===== src/rtl/hxd_fetch_queue_if.sv =====
// Fetch-queue bus bundle: IRAM read port, redirect input, decode handshake and fault report.
// Field names carry the direction as seen from the fetch unit (master side).
interface hxd_fetch_queue_if #(
    parameter int unsigned XLEN = 32
) ();
    logic            iram_rd_en_o;
    logic [XLEN-1:0] iram_rd_addr_o;
    logic [XLEN-1:0] iram_rd_data_i;
    logic            redirect_en_i;
    logic [XLEN-1:0] redirect_pc_i;
    logic            inst_valid_o;
    logic            inst_ready_i;
    logic [XLEN-1:0] inst_data_o;
    logic [XLEN-1:0] inst_pc_o;
    logic            fault_o;
    logic [XLEN-1:0] fault_pc_o;

    modport master (
        output iram_rd_en_o, iram_rd_addr_o,
        input  iram_rd_data_i,
        input  redirect_en_i, redirect_pc_i,
        output inst_valid_o, inst_data_o, inst_pc_o,
        input  inst_ready_i,
        output fault_o, fault_pc_o
    );

    modport slave (
        input  iram_rd_en_o, iram_rd_addr_o,
        output iram_rd_data_i,
        output redirect_en_i, redirect_pc_i,
        input  inst_valid_o, inst_data_o, inst_pc_o,
        output inst_ready_i,
        input  fault_o, fault_pc_o
    );
endinterface


===== src/rtl/hxd_fetch_queue.sv =====
// Instruction fetch unit: issues sequential IRAM reads ahead of decode into a DEPTH-entry
// {pc, data} FIFO, flushes on redirect and latches a sticky fault on a zero-low-half word.
module hxd_fetch_queue #(
    parameter int unsigned     XLEN     = 32,
    parameter int unsigned     DEPTH    = 4,
    parameter logic [XLEN-1:0] RESET_PC = '0,
    parameter logic [XLEN-1:0] NOP_INST = XLEN'(32'h0000_0013)
) (
    input logic               clk_i,
    input logic               rst_n_i,
    hxd_fetch_queue_if.master fq
);
    localparam int unsigned PW = $clog2(DEPTH);
    localparam int unsigned CW = PW + 1;
    localparam logic [CW:0] DepthOcc = (CW + 1)'(DEPTH);

    logic [XLEN-1:0] fetch_pc_q, fetch_pc_d;
    logic [XLEN-1:0] rd_pc_q;
    logic            inflight_q;
    logic [PW-1:0]   rd_ptr_q, rd_ptr_d, wr_ptr_q, wr_ptr_d;
    logic [CW-1:0]   count_q, count_d;
    logic            fault_q, fault_d;
    logic [XLEN-1:0] fault_pc_q, fault_pc_d;
    logic [XLEN-1:0] pc_mem   [DEPTH];
    logic [XLEN-1:0] data_mem [DEPTH];

    logic [XLEN-1:0] head_pc, head_data;
    logic            not_empty, head_faulting, redirect, valid, pop, push, issue;
    logic [CW:0]     occ;

    always_comb begin
        head_pc       = pc_mem[rd_ptr_q];
        head_data     = data_mem[rd_ptr_q];
        not_empty     = (count_q != '0);
        head_faulting = not_empty & (head_data[15:0] == 16'h0000);
        // Once faulted the unit is frozen; redirects no longer apply.
        redirect      = fq.redirect_en_i & ~fault_q;
        valid         = rst_n_i & not_empty & ~fq.redirect_en_i & ~fault_q & ~head_faulting;
        pop           = valid & fq.inst_ready_i;
        // The read returning this cycle is the squashed one when a redirect arrives now.
        push          = inflight_q & ~redirect;
        occ           = {1'b0, count_q} + (CW + 1)'(inflight_q) - (CW + 1)'(pop);
        issue         = rst_n_i & ~fq.redirect_en_i & ~fault_q & (occ < DepthOcc);
    end

    always_comb begin
        fetch_pc_d = fetch_pc_q;
        rd_ptr_d   = rd_ptr_q + PW'(pop);
        wr_ptr_d   = wr_ptr_q + PW'(push);
        count_d    = count_q + CW'(push) - CW'(pop);
        fault_d    = fault_q;
        fault_pc_d = fault_pc_q;
        if (redirect) begin
            fetch_pc_d = fq.redirect_pc_i & ~XLEN'(3);
            rd_ptr_d   = '0;
            wr_ptr_d   = '0;
            count_d    = '0;
        end else if (issue) begin
            fetch_pc_d = fetch_pc_q + XLEN'(4);
        end
        if (!fault_q && head_faulting && !fq.redirect_en_i) begin
            fault_d    = 1'b1;
            fault_pc_d = head_pc;
        end
    end

    always_ff @(posedge clk_i) begin
        if (!rst_n_i) begin
            fetch_pc_q <= RESET_PC;
            rd_pc_q    <= RESET_PC;
            inflight_q <= 1'b0;
            rd_ptr_q   <= '0;
            wr_ptr_q   <= '0;
            count_q    <= '0;
            fault_q    <= 1'b0;
            fault_pc_q <= '0;
        end else begin
            fetch_pc_q <= fetch_pc_d;
            if (issue) begin
                rd_pc_q <= fetch_pc_q;
            end
            inflight_q <= issue;
            rd_ptr_q   <= rd_ptr_d;
            wr_ptr_q   <= wr_ptr_d;
            count_q    <= count_d;
            fault_q    <= fault_d;
            fault_pc_q <= fault_pc_d;
        end
    end

    always_ff @(posedge clk_i) begin
        if (rst_n_i && push) begin
            pc_mem[wr_ptr_q]   <= rd_pc_q;
            data_mem[wr_ptr_q] <= fq.iram_rd_data_i;
        end
    end

    assign fq.iram_rd_en_o   = issue;
    assign fq.iram_rd_addr_o = rst_n_i ? fetch_pc_q : RESET_PC;
    assign fq.inst_valid_o   = valid;
    assign fq.inst_data_o    = valid ? head_data : NOP_INST;
    assign fq.inst_pc_o      = head_pc;
    assign fq.fault_o        = fault_q;
    assign fq.fault_pc_o     = fault_pc_q;

    a_no_overflow : assert property (@(posedge clk_i) disable iff (!rst_n_i)
        !(push && !pop && count_q == CW'(DEPTH)))
        else $error("fetch queue push into full queue");
endmodule


===== src/flat_wrapper.sv =====
// flat-port wrapper written by rule: the top's interface ports become plain ports
module hxd_fetch_queue_flat 
#(
    parameter int unsigned     XLEN     = 32,
    parameter int unsigned     DEPTH    = 4,
    parameter logic [XLEN-1:0] RESET_PC = '0,
    parameter logic [XLEN-1:0] NOP_INST = XLEN'(32'h0000_0013)
)
  (clk_i, rst_n_i, fq_iram_rd_en_o, fq_iram_rd_addr_o, fq_iram_rd_data_i, fq_redirect_en_i, fq_redirect_pc_i, fq_inst_valid_o, fq_inst_data_o, fq_inst_pc_o, fq_inst_ready_i, fq_fault_o, fq_fault_pc_o);
  hxd_fetch_queue_if #(.XLEN(XLEN)) fq_i ();
  input logic clk_i;
  input logic rst_n_i;
  output wire logic [$bits(fq_i.iram_rd_en_o)-1:0] fq_iram_rd_en_o;
  output wire logic [$bits(fq_i.iram_rd_addr_o)-1:0] fq_iram_rd_addr_o;
  input wire logic [$bits(fq_i.iram_rd_data_i)-1:0] fq_iram_rd_data_i;
  input wire logic [$bits(fq_i.redirect_en_i)-1:0] fq_redirect_en_i;
  input wire logic [$bits(fq_i.redirect_pc_i)-1:0] fq_redirect_pc_i;
  output wire logic [$bits(fq_i.inst_valid_o)-1:0] fq_inst_valid_o;
  output wire logic [$bits(fq_i.inst_data_o)-1:0] fq_inst_data_o;
  output wire logic [$bits(fq_i.inst_pc_o)-1:0] fq_inst_pc_o;
  input wire logic [$bits(fq_i.inst_ready_i)-1:0] fq_inst_ready_i;
  output wire logic [$bits(fq_i.fault_o)-1:0] fq_fault_o;
  output wire logic [$bits(fq_i.fault_pc_o)-1:0] fq_fault_pc_o;
  assign fq_iram_rd_en_o = fq_i.iram_rd_en_o;
  assign fq_iram_rd_addr_o = fq_i.iram_rd_addr_o;
  assign fq_i.iram_rd_data_i = fq_iram_rd_data_i;
  assign fq_i.redirect_en_i = fq_redirect_en_i;
  assign fq_i.redirect_pc_i = fq_redirect_pc_i;
  assign fq_inst_valid_o = fq_i.inst_valid_o;
  assign fq_inst_data_o = fq_i.inst_data_o;
  assign fq_inst_pc_o = fq_i.inst_pc_o;
  assign fq_i.inst_ready_i = fq_inst_ready_i;
  assign fq_fault_o = fq_i.fault_o;
  assign fq_fault_pc_o = fq_i.fault_pc_o;
  hxd_fetch_queue #(.XLEN(XLEN), .DEPTH(DEPTH), .RESET_PC(RESET_PC), .NOP_INST(NOP_INST)) u_core (.clk_i(clk_i), .rst_n_i(rst_n_i), .fq(fq_i));
endmodule

===== config.mk =====
export PLATFORM = sky130hd
export DESIGN_NAME = hxd_fetch_queue_flat
export DESIGN_NICKNAME = d
export VERILOG_FILES = /design/src/rtl/hxd_fetch_queue_if.sv /design/src/rtl/hxd_fetch_queue.sv /design/src/flat_wrapper.sv
export SDC_FILE = /design/constraint.sdc
export NUM_CORES = 1
export LEC_CHECK = 0
export ABC_CLOCK_PERIOD_IN_PS = 6600
export CORE_AREA = 4 4 241 243
export CTS_BUF_LIST = sky130_fd_sc_hd__clkbuf_8
export DETAILED_ROUTE_END_ITERATION = 12
export DIE_AREA = 0 0 245 247
export SLEW_MARGIN = 0
export SYNTH_ARGS = -nofsm -noshare
export SYNTH_HDL_FRONTEND = slang
export SYNTH_SLANG_ARGS = --single-unit

===== constraint.sdc =====
create_clock -name clk_i -period 6.6 [get_ports clk_i]
set_clock_uncertainty 0.1 [all_clocks]
set_input_delay 0.66 -clock clk_i [delete_from_list [all_inputs] [get_ports clk_i]]
set_output_delay 0.66 -clock clk_i [all_outputs]
set_load 0.005 [all_outputs]

# --- Yosys cells after proc, flatten, opt, wreduce, memory -nomap -nowiden ---
# Memories as Yosys holds them, arrays and structs flattened. A register that Yosys moved wholly into a read port is not among the register bits.
# Index checks and enable logic that the tools add are counted.
classes:
  n_lt_le_gt_ge: 1
  add_sub_neg: 7
  bitwise: 16
  mux: 8
  n_reduce_logical: 9
op_table:
  columns: ["operator", "count"]
  rows:
  - ["32-bit two-way mux", 4]
  - ["32-bit by 3-bit adder with 32-bit output (second input constant)", 1]
  - ["16-bit logical NOT", 1]
  - ["1-bit AND", 11]
  - ["1-bit inverter", 5]
  - ["2-bit by 1-bit adder with 2-bit output", 2]
  - ["3-bit by 1-bit adder with 4-bit output", 1]
  - ["4-bit by 3-bit < comparator with 1-bit output (second input constant)", 1]
  - ["2-bit two-way mux", 2]
  - ["4-bit by 1-bit subtractor with 4-bit output", 1]
  - ["3-bit by 1-bit adder with 3-bit output", 1]
  - ["1-bit logical AND", 3]
  - ["3-bit nonzero test", 1]
  - ["3-bit by 1-bit subtractor with 3-bit output", 1]
  - ["1-bit logical NOT", 2]
  - ["1-bit two-way mux", 2]
  - ["2-bit nonzero test", 1]
  - ["2-bit OR reduction", 1]
totals:
  ff_bits: 105
  inputBits: 68
  mem_count: 2
  wordCells: 52
  ram_bits: 256
  out_inout_bits: 131
mem_list:
  columns: ["name", "depth", "width", "read_ports", "rd_clocked_by_memory_dff", "wr", "line", "rtl"]
  rows:
  - ["u_core.data_mem", 4, 32, 1, 1, 1, "hxd_fetch_queue.sv:25", "logic [XLEN-1:0] data_mem [DEPTH];"]
  - ["u_core.pc_mem", 4, 32, 1, 1, 1, "hxd_fetch_queue.sv:24", "logic [XLEN-1:0] pc_mem [DEPTH];"]

# --- Longest topological paths before layout ---
# Gate-level depths: netlist (run 1).
depth:
  ltp_word: 11
  ltp_mapped: 18
  ltp_nobuf: 15

# --- Worst setup path before layout (run 1) ---
# Ideal clock, no wire load.
synth_timing:
  path_type: "input -> register"
  start: "input port rst_n_i"
  end: "memory u_core.data_mem[0][0] (enable)"
  t_arrival_ns: 5.469
  path_buffers: 2
  setup_ns: 0.559
  stages: 4
  required_time_ns: 5.941
  setup_slack_ns: 0.473
  path_cell_list: "clkbuf_1 clkbuf_1 nand3_1 nor3_1"
synth_via:
  elab_chain_cells: 3
synth_lines:
  columns: ["element", "line", "rtl"]
  rows:
  - ["start: declaration", "flat_wrapper.sv:12", "input logic rst_n_i;"]
  - ["1-bit logical AND", "hxd_fetch_queue.sv:92", "if (rst_n_i && push) begin"]
  - ["1-bit two-way mux", "hxd_fetch_queue.sv:92", null]
  - ["1-bit two-way mux (not written as such)", "hxd_fetch_queue.sv:94", "data_mem[wr_ptr_q] <= fq.iram_rd_data_i;"]
  - ["end: declaration", "hxd_fetch_queue.sv:25", null]
# No other way between the ends.

==> summary.txt, run 1 <==
Status
  – Status: completed

Critical path
  – FF-to-FF path depth: 15
  – Crit path depth: 13
  – RR Endpoint: u_core.fetch_pc_q[16]
  – Worst setup path endpoint: fq_iram_rd_en_o
  – Delay-heaviest family, CP: simple AND/OR/NAND/NOR gates
  – Setup CP Type: flip-flop to primary output
  – Slowest cell delay on critical path: 610 ps
  – Slowest cell on crit path: dfxtp_4
  – WP data required: 5840 ps
  – Reg2reg start: u_core.rd_ptr_q[0]
  – Critical Path Start Type: flip-flop
  – Worst Path Arrival: 4900 ps
  – CP bufs+invs: 2
  – Slack of the worst reg-to-reg path: 1490 ps
  – Crit path from: u_core.rd_ptr_q[0]
  – Critical Path, Cell by Cell: mux4_2 -> nor4_1 -> nand4b_1 -> o21ai_2 -> or3_1 -> ha_1 -> and3_1 -> nand3_1 -> mux2i_1 -> a2111o_2 -> mux2i_4 -> inv_2 -> clkdlybuf4s50_1
  – Endpoint type of the worst setup path: primary output
  – Max FO, Critical Path: 19

Power
  – Psw: 1.037 mW
  – P_leak: 5.764 nW
  – Comb power frac: 0.040
  – Switching share of power: 0.2268
  – Reg power frac: 0.521
  – Power Total: 4.572 mW
  – Pwr/cell area: 255.6 nW/um^2
  – Peak VDD IR: 112.2 uV
  – Clock power frac: 0.438
  – Pint: 3.535 mW

Detailed routing
  – Routed WL: 38930 um
  – First-pass detailed-route iteration total: 5
  – Drt drc: 0
  – Vias post-DR: 8702
  – Antenna-violating nets left: 0
  – Starting DRT DRC Count: 469
  – Vias per Instance: 4.424
  – DR WL/cell: 19.79 um

Flow run
  – MaxCap Viol Count: 0

Placement
  – Placed cells: 1843
  – Place WS: 1112 ps
  – Buffers on Ports: 190
  – Gpl congestion: 0.7435
  – Hpwl dp: 24770 um

Synthesis
  – Seq cells post-synth: 347
  – Synth Area per Inst: 14.82 um^2
  – Post-synthesis sequential area ratio: 0.6825
  – Synth Cell Area: 13810 um^2
  – YS warnings: 0
  – Netlist cell types: 56
  – Multiplexer area fraction after synthesis: 0.1292
  – Post-Synth XOR/XNOR Area: 0.003804
  – Synth Area in Compound Gates: 0.04601
  – Post-Synth Simple-Gate Area: 0.1055
  – EDFF count, synth: 248
  – Largest family of logic cells by synthesized area: multiplexers
  – Top FF cell, synth: edfxtp_1
  – Gate Count Post-Synth: 932
  – Adder-Cell Fraction of Synth Area: 0.005978
  – FFs w/ async S/R, synth: 0

Global route
  – Total track usage: 0.1285
  – Initial antenna violation count: 7
  – Largest net degree at the start of global routing: 51
  – Grt ovf: 0
  – Number of global-route vias before repair: 9106
  – First-pass GRT wire length: 57450 um

Clock tree
  – CTS clk-pin slew, worst paths: 60 ps
  – Clk root buf: clkbuf_8
  – Post-CTS Setup Bufs: 0
  – Clock tree from TritonCTS: built
  – TritonCTS Buffers: 66
  – Hold buffer count at CTS: 0
  – PostCTS Resize Cnt: 0
  – CTS Buffer Depth: 3
  – H-tree levels: 3
  – CTS Sinks: 347
  – Clock latency at the later pin of the worst-skew pair: 630 ps

Layout
  – Area occupied by multi-input gates: 4078 um^2
  – Sequential Area: 9437 um^2
  – Layout cells sized above 1: 0.1631
  – Synth-to-Final Area Change: 29.48%
  – Final Non-Filler Cells: 1967
  – # fillers: 5591
  – Final nets: 1229

Die
  – IO Count: 199
  – Initial Util: 0.2469
  – FP Rows: 87
  – Die H: 247 um
  – Die Footprint: 60520 um^2
  – Die span in x: 245 um
  – Core Area: 55950 um^2

Hold path
  – Hold crit path type: flip-flop to flip-flop

STA
  – Worst Setup Slack, final: 942.8 ps
  – RSZ-0062 raised after global routing: no
  – Hold Fails Final Rpt: 0
  – Final Cycle Share: 0.8571
  – Slew @ Worst Pin: 1034 ps
  – Period minus WS final: 5657 ps
  – Final setup viols: 0
  – Worst rel slew slack: 0.3089
  – Fin Setup TNS: 0 ps
  – Fmax: 0.1768 GHz
  – Final slew viol count: 0
## synth_stat cells, types with 17 or more instances
master,count,area share
a31oi_1,20,0.0091
inv_1,18,0.0049
clkbuf_1,33,0.0090
and2_1,25,0.011
mux2i_1,34,0.025
nor2_1,59,0.016
nand2_1,90,0.024
nor2b_1,17,0.0077
edfxtp_1,248,0.54
o21ai_0,19,0.0069
mux4_2,62,0.10
a21oi_1,34,0.012
dfxtp_1,99,0.14
and3_1,18,0.0082
## how the worst min path moves through the flow
stage / from / endpoint / slack (ps) / cells after the start
CTS: u_core.fetch_pc_q[22] / u_core.rd_pc_q[22] / 370 / 2
detailed placement: u_core.fetch_pc_q[30] / u_core.rd_pc_q[30] / 360 / 2
floorplan: u_core.fetch_pc_q[30] / u_core.rd_pc_q[30] / 330 / 2
finish: u_core.fetch_pc_q[30] / u_core.rd_pc_q[30] / 380 / 2
global placement: u_core.fetch_pc_q[30] / u_core.rd_pc_q[30] / 360 / 2
global route: u_core.fetch_pc_q[30] / u_core.rd_pc_q[30] / 400 / 2
## layout by cell type, fill, tap and decap left out, types with 5 or more instances in the layout
cell type / count
and2_1: 25
nor2_1: 57
nor3_1: 9
mux4_2: 62
edfxtp_1: 248
mux2i_1: 33
or4_1: 14
conb_1: 6
and3_1: 18
buf_4: 21
or3_1: 11
clkinv_2: 9
o31ai_1: 11
dfxtp_1: 97
a21oi_1: 34
nor2b_1: 17
clkbuf_8: 76
a31oi_1: 20
ha_1: 5
o21ai_0: 18
inv_1: 40
nand2_1: 90
clkinv_1: 9
clkdlybuf4s50_1: 189
nand4_1: 11
nand3_1: 14
## sequential cells by signal, summed over array words and instances, names as in the netlist
| name | cells |
|---|---|
| u_core.wr_ptr_q | 2 |
| u_core.fq.fault_pc_o | 30 |
| u_core.pc_mem | 120 |
| u_core.rd_ptr_q | 2 |
| u_core.count_q | 3 |
| u_core.rd_pc_q | 30 |
| u_core.data_mem | 128 |
| u_core.inflight_q | 1 |
| u_core.fq.fault_o | 1 |
| u_core.fetch_pc_q | 30 |
## per-layer routing
metal / vias up / share of wire / track usage
met5: - / 0.0014 / 0
met1: 4374 / 0.43 / 0.1607
li1: 4001 / - / -
met2: 253 / 0.48 / 0.2103
met4: 8 / 0.024 / 0.04716
met3: 66 / 0.064 / 0.03990
## tightest hold or removal path, delay by kind of cell, from the launching register on
family	cells	cell delay, ps
flops	1	310
simple gates	1	70
compound gates	1	60
## through the flow
stage                     hold WS (ps)  utilization  cell area [um^2]
after CTS                        368.3       0.3196             17880
after floorplan                  331.9            -             13830
after global placement           360.5       0.2968             16610
final                            376.4       0.3197             17890
after global routing             397.6       0.3196             17880
after detailed placement         363.4       0.2968             16610
## final cells by class
type / count / area share
Antenna cell: 3 / 0.0004197
Clock buffer: 76 / 0.05848
Clock inverter: 45 / 0.01266
Inverter: 19 / 0.004057
Multi-Input combinational cell: 509 / 0.2280
Sequential cell: 347 / 0.5276
Tap cell: 756 / 0.05288
Timing Repair Buffer: 212 / 0.1160
## power by group through the flow
stage | clock, mW | sequential [mW] | combinational [mW]
final | 2.00 | 2.38 | 0.185
after global routing | 2.20 | 2.39 | 0.202
after CTS | 2.11 | 2.38 | 0.188
after detailed placement | 0 | 2.43 | 0.187
after global placement | 0 | 2.43 | 0.183
after floorplan | 0 | 2.42 | 0.0819
## cells by family (layout without fill, tap and decap cells)
kind of cell / Yosys count / in the layout
other: 1 / 9
adder cells (fa/ha/maj): 6 / 6
AO/OA/AOI/OAI: 103 / 103
multiplexers: 99 / 99
buffers and inverters: 81 / 352
XOR/XNOR: 6 / 6
AND/OR/NAND/NOR: 289 / 289
flip-flops: 347 / 347
Note: power is estimated with default switching activity, not from simulation.
==> run 2: changes to the inputs <==
Settings changed: GPL_TIMING_DRIVEN set to 1, REMOVE_ABC_BUFFERS set to 1.
==> summary.txt, run 2 (synthesis gave the netlist of run 1 again) <==
STA
  – Final Cycle Share: 0.8968 (was 0.8571)
  – Slew @ Worst Pin: 1311 ps (was 1034 ps)
  – Period minus WS final: 5919 ps (was 5657 ps)
  – Final setup viols: 0 (unchanged)
  – Final slew viol count: 0 (unchanged)
  – Hold Fails Final Rpt: 0 (unchanged)
  – Worst Setup Slack, final: 680.9 ps (was 942.8 ps)
  – Fmax: 0.1689 GHz (was 0.1768 GHz)
  – Worst rel slew slack: 0.1089 (was 0.3089)
  – RSZ-0062 raised after global routing: no (unchanged)

Power
  – Power Total: 4.454 mW (was 4.572 mW)
  – Peak VDD IR: 126.5 uV (was 112.2 uV)
  – Pwr/cell area: 250.6 nW/um^2 (was 255.6 nW/um^2)
  – P_leak: 5.694 nW (was 5.764 nW)

Global route
  – Number of global-route vias before repair: 8778 (was 9106)
  – Initial antenna violation count: 5 (was 7)
  – GR Layer Usage met3: 0.04511 (was 0.03990)
  – Largest net degree at the start of global routing: 56 (was 51)
  – GRT met1 Usage: 0.1622 (was 0.1607)
  – First-pass GRT wire length: 55700 um (was 57450 um)
  – GRT busiest layer: met2 (unchanged)
  – Grt ovf: 0 (unchanged)
  – Total track usage: 0.1223 (was 0.1285)
  – GR Layer Usage met2: 0.1918 (was 0.2103)

Placement
  – Buffers on Ports: 190 (unchanged)
  – Area after DPL: 16590 um^2 (was 16610 um^2)
  – Gpl congestion: 0.7603 (was 0.7435)
  – Hpwl dp: 23650 um (was 24770 um)
  – Place WS: 974.2 ps (was 1112 ps)

Layout
  – Design area: 17780 um^2 (was 17890 um^2)
  – Final nets: 1222 (was 1229)
  – # fillers: 5582 (was 5591)
  – Most common cell after layout, fill and taps aside: edfxtp_1 (unchanged)
  – Largest register by flop count: u_core.data_mem (unchanged)
  – Largest regs: u_core.data_mem x128, u_core.pc_mem x120 (unchanged)
  – Synth-to-Final Area Change: 28.67% (was 29.48%)
  – Layout cells sized above 1: 0.1608 (was 0.1631)
  – Most frequent cells in the layout: 248 x edfxtp_1, 190 x clkdlybuf4s50_1, 97 x dfxtp_1, 90 x nand2_1, 69 x clkbuf_8 (was 248 x edfxtp_1, 189 x clkdlybuf4s50_1, 97 x dfxtp_1, 90 x nand2_1, 76 x clkbuf_8)
  – Largest register FFs: 128 (unchanged)

Critical path
  – WP data required: 5840 ps (about the same)
  – Setup CP Type: flip-flop to primary output (unchanged)
  – Delay-heaviest family, CP: simple AND/OR/NAND/NOR gates (unchanged)
  – FF-to-FF path depth: 14 (was 15)
  – Worst Path Arrival: 5160 ps (was 4900 ps)
  – Slowest cell delay on critical path: 710 ps (was 610 ps)
  – Max FO, Critical Path: 27 (was 19)
  – RR Endpoint: u_core.fetch_pc_q[9] (was u_core.fetch_pc_q[16])
  – Endpoint type of the worst setup path: primary output (unchanged)
  – Slowest cell on crit path: dfxtp_4 (unchanged)
  – Reg2reg start: u_core.rd_ptr_q[0] (unchanged)
  – Critical Path, Cell by Cell: mux4_2 -> nor4_1 -> nand4b_1 -> o21ai_2 -> or3_1 -> ha_1 -> and3_1 -> nand3_1 -> mux2i_1 -> a2111o_2 -> mux2i_4 -> inv_2 -> clkdlybuf4s50_1 (unchanged)
  – Slack of the worst reg-to-reg path: 1420 ps (was 1490 ps)
  – Critical Path Start Type: flip-flop (unchanged)
  – CP bufs+invs: 2 (unchanged)
  – Crit path from: u_core.rd_ptr_q[0] (unchanged)

Detailed routing
  – Antenna-violating nets left: 0 (unchanged)
  – Routed WL: 37550 um (was 38930 um)
  – Drt drc: 0 (unchanged)
  – First-pass detailed-route iteration total: 4 (was 5)
  – Starting DRT DRC Count: 552 (was 469)
  – Vias post-DR: 8749 (was 8702)
  – DR WL/cell: 19.18 um (was 19.79 um)
  – Vias per Instance: 4.468 (was 4.424)

Clock tree
  – CTS Sinks: 347 (unchanged)
  – Clock tree from TritonCTS: built (unchanged)
  – CTS Buffer Depth: 3 (unchanged)
  – Clk root buf: clkbuf_8 (unchanged)
  – PostCTS Resize Cnt: 0 (unchanged)
  – H-tree levels: 2 (was 3)
  – Clock latency at the later pin of the worst-skew pair: 630 ps (about the same)
  – CTS clk-pin slew, worst paths: 60 ps (about the same)
  – TritonCTS Buffers: 60 (was 66)
  – Hold buffer count at CTS: 0 (unchanged)
  – Post-CTS Setup Bufs: 0 (unchanged)

Hold path
  – Hold Path Cell Cnt: 2 (unchanged)
  – Hold Path Origin: u_core.fq.fault_pc_o[14] (was u_core.fetch_pc_q[30])
  – WHS Endpoint: u_core.fq.fault_pc_o[14] (was u_core.rd_pc_q[30])
  – Hold crit path type: flip-flop to flip-flop (unchanged)

Die
  – IO Count: 199 (unchanged)
  – Die span in x: 245 um (unchanged)
  – Die Footprint: 60520 um^2 (unchanged)
  – Die H: 247 um (unchanged)
  – Core Area: 55950 um^2 (unchanged)
  – FP Rows: 87 (unchanged)
  – Initial Util: 0.2469 (unchanged)

Status
  – Status: completed (unchanged)

Flow run
  – MaxCap Viol Count: 0 (unchanged)
-- run 2: power breakdown --
| group | leakage [nW] | switching, mW | total [mW] | internal [mW] |
|---|---|---|---|---|
| clock network | 0.682 | 0.893 | 1.89 | 0.998 |
| registers | 3.06 | 0.0300 | 2.38 | 2.35 |
| logic | 1.95 | 0.0939 | 0.181 | 0.0867 |
-- run 2: worst register-to-register path, cell delays in order (launching register included) --
cell and delay (ps):
dfxtp_4 710, mux4_2 610, nor4_1 290, nand4b_1 280
o21ai_2 230, or3_1 120, ha_1 220, and3_1 200
nand3_1 80, mux2i_1 70, a2111o_2 540, mux2i_2 1040
buf_4 290, a2bb2oi_1 170, a21oi_1 80
-- run 2: how the worst max path moves through the flow --
stage                                  endpoint  slack, ps  cells after the start
after floorplan           u_core.fetch_pc_q[16]      -1750                     14
after global placement          fq_iram_rd_en_o        990                     13
after detailed placement        fq_iram_rd_en_o        970                     13
after CTS                       fq_iram_rd_en_o        590                     13
after global routing            fq_iram_rd_en_o        280                     13
final                           fq_iram_rd_en_o        680                     13
-- run 2: stage by stage --
step                      hold WS (ps)  cells    util  setup TNS [ps]
after floorplan                  331.9    875       -          -77130
after global placement           373.5   1842  0.2965               0
after detailed placement         378.6   1842  0.2965               0
after CTS                        383.6   1956  0.3176               0
after global routing             395.2   1956  0.3176               0
final                            392.0   1958  0.3177               0
-- run 2: final cells by class --
class	instances	area, um^2	share of cell area
flip-flops and latches	347	9437	0.5309
multi-input cells	509	4075	0.2293
repair buffers	211	2059	0.1159
clock buffers	69	949.7	0.05342
well taps	756	945.9	0.05321
clock inverters	45	231.5	0.01302
inverters	19	72.57	0.004082
diodes	2	5.005	0.0002816
-- run 2: routing by layer --
layer	wire (um)	vias up
li1	-	3992
met3	3273	64
met1	16490	4392
met4	609	8
met2	17140	293
met5	45	-
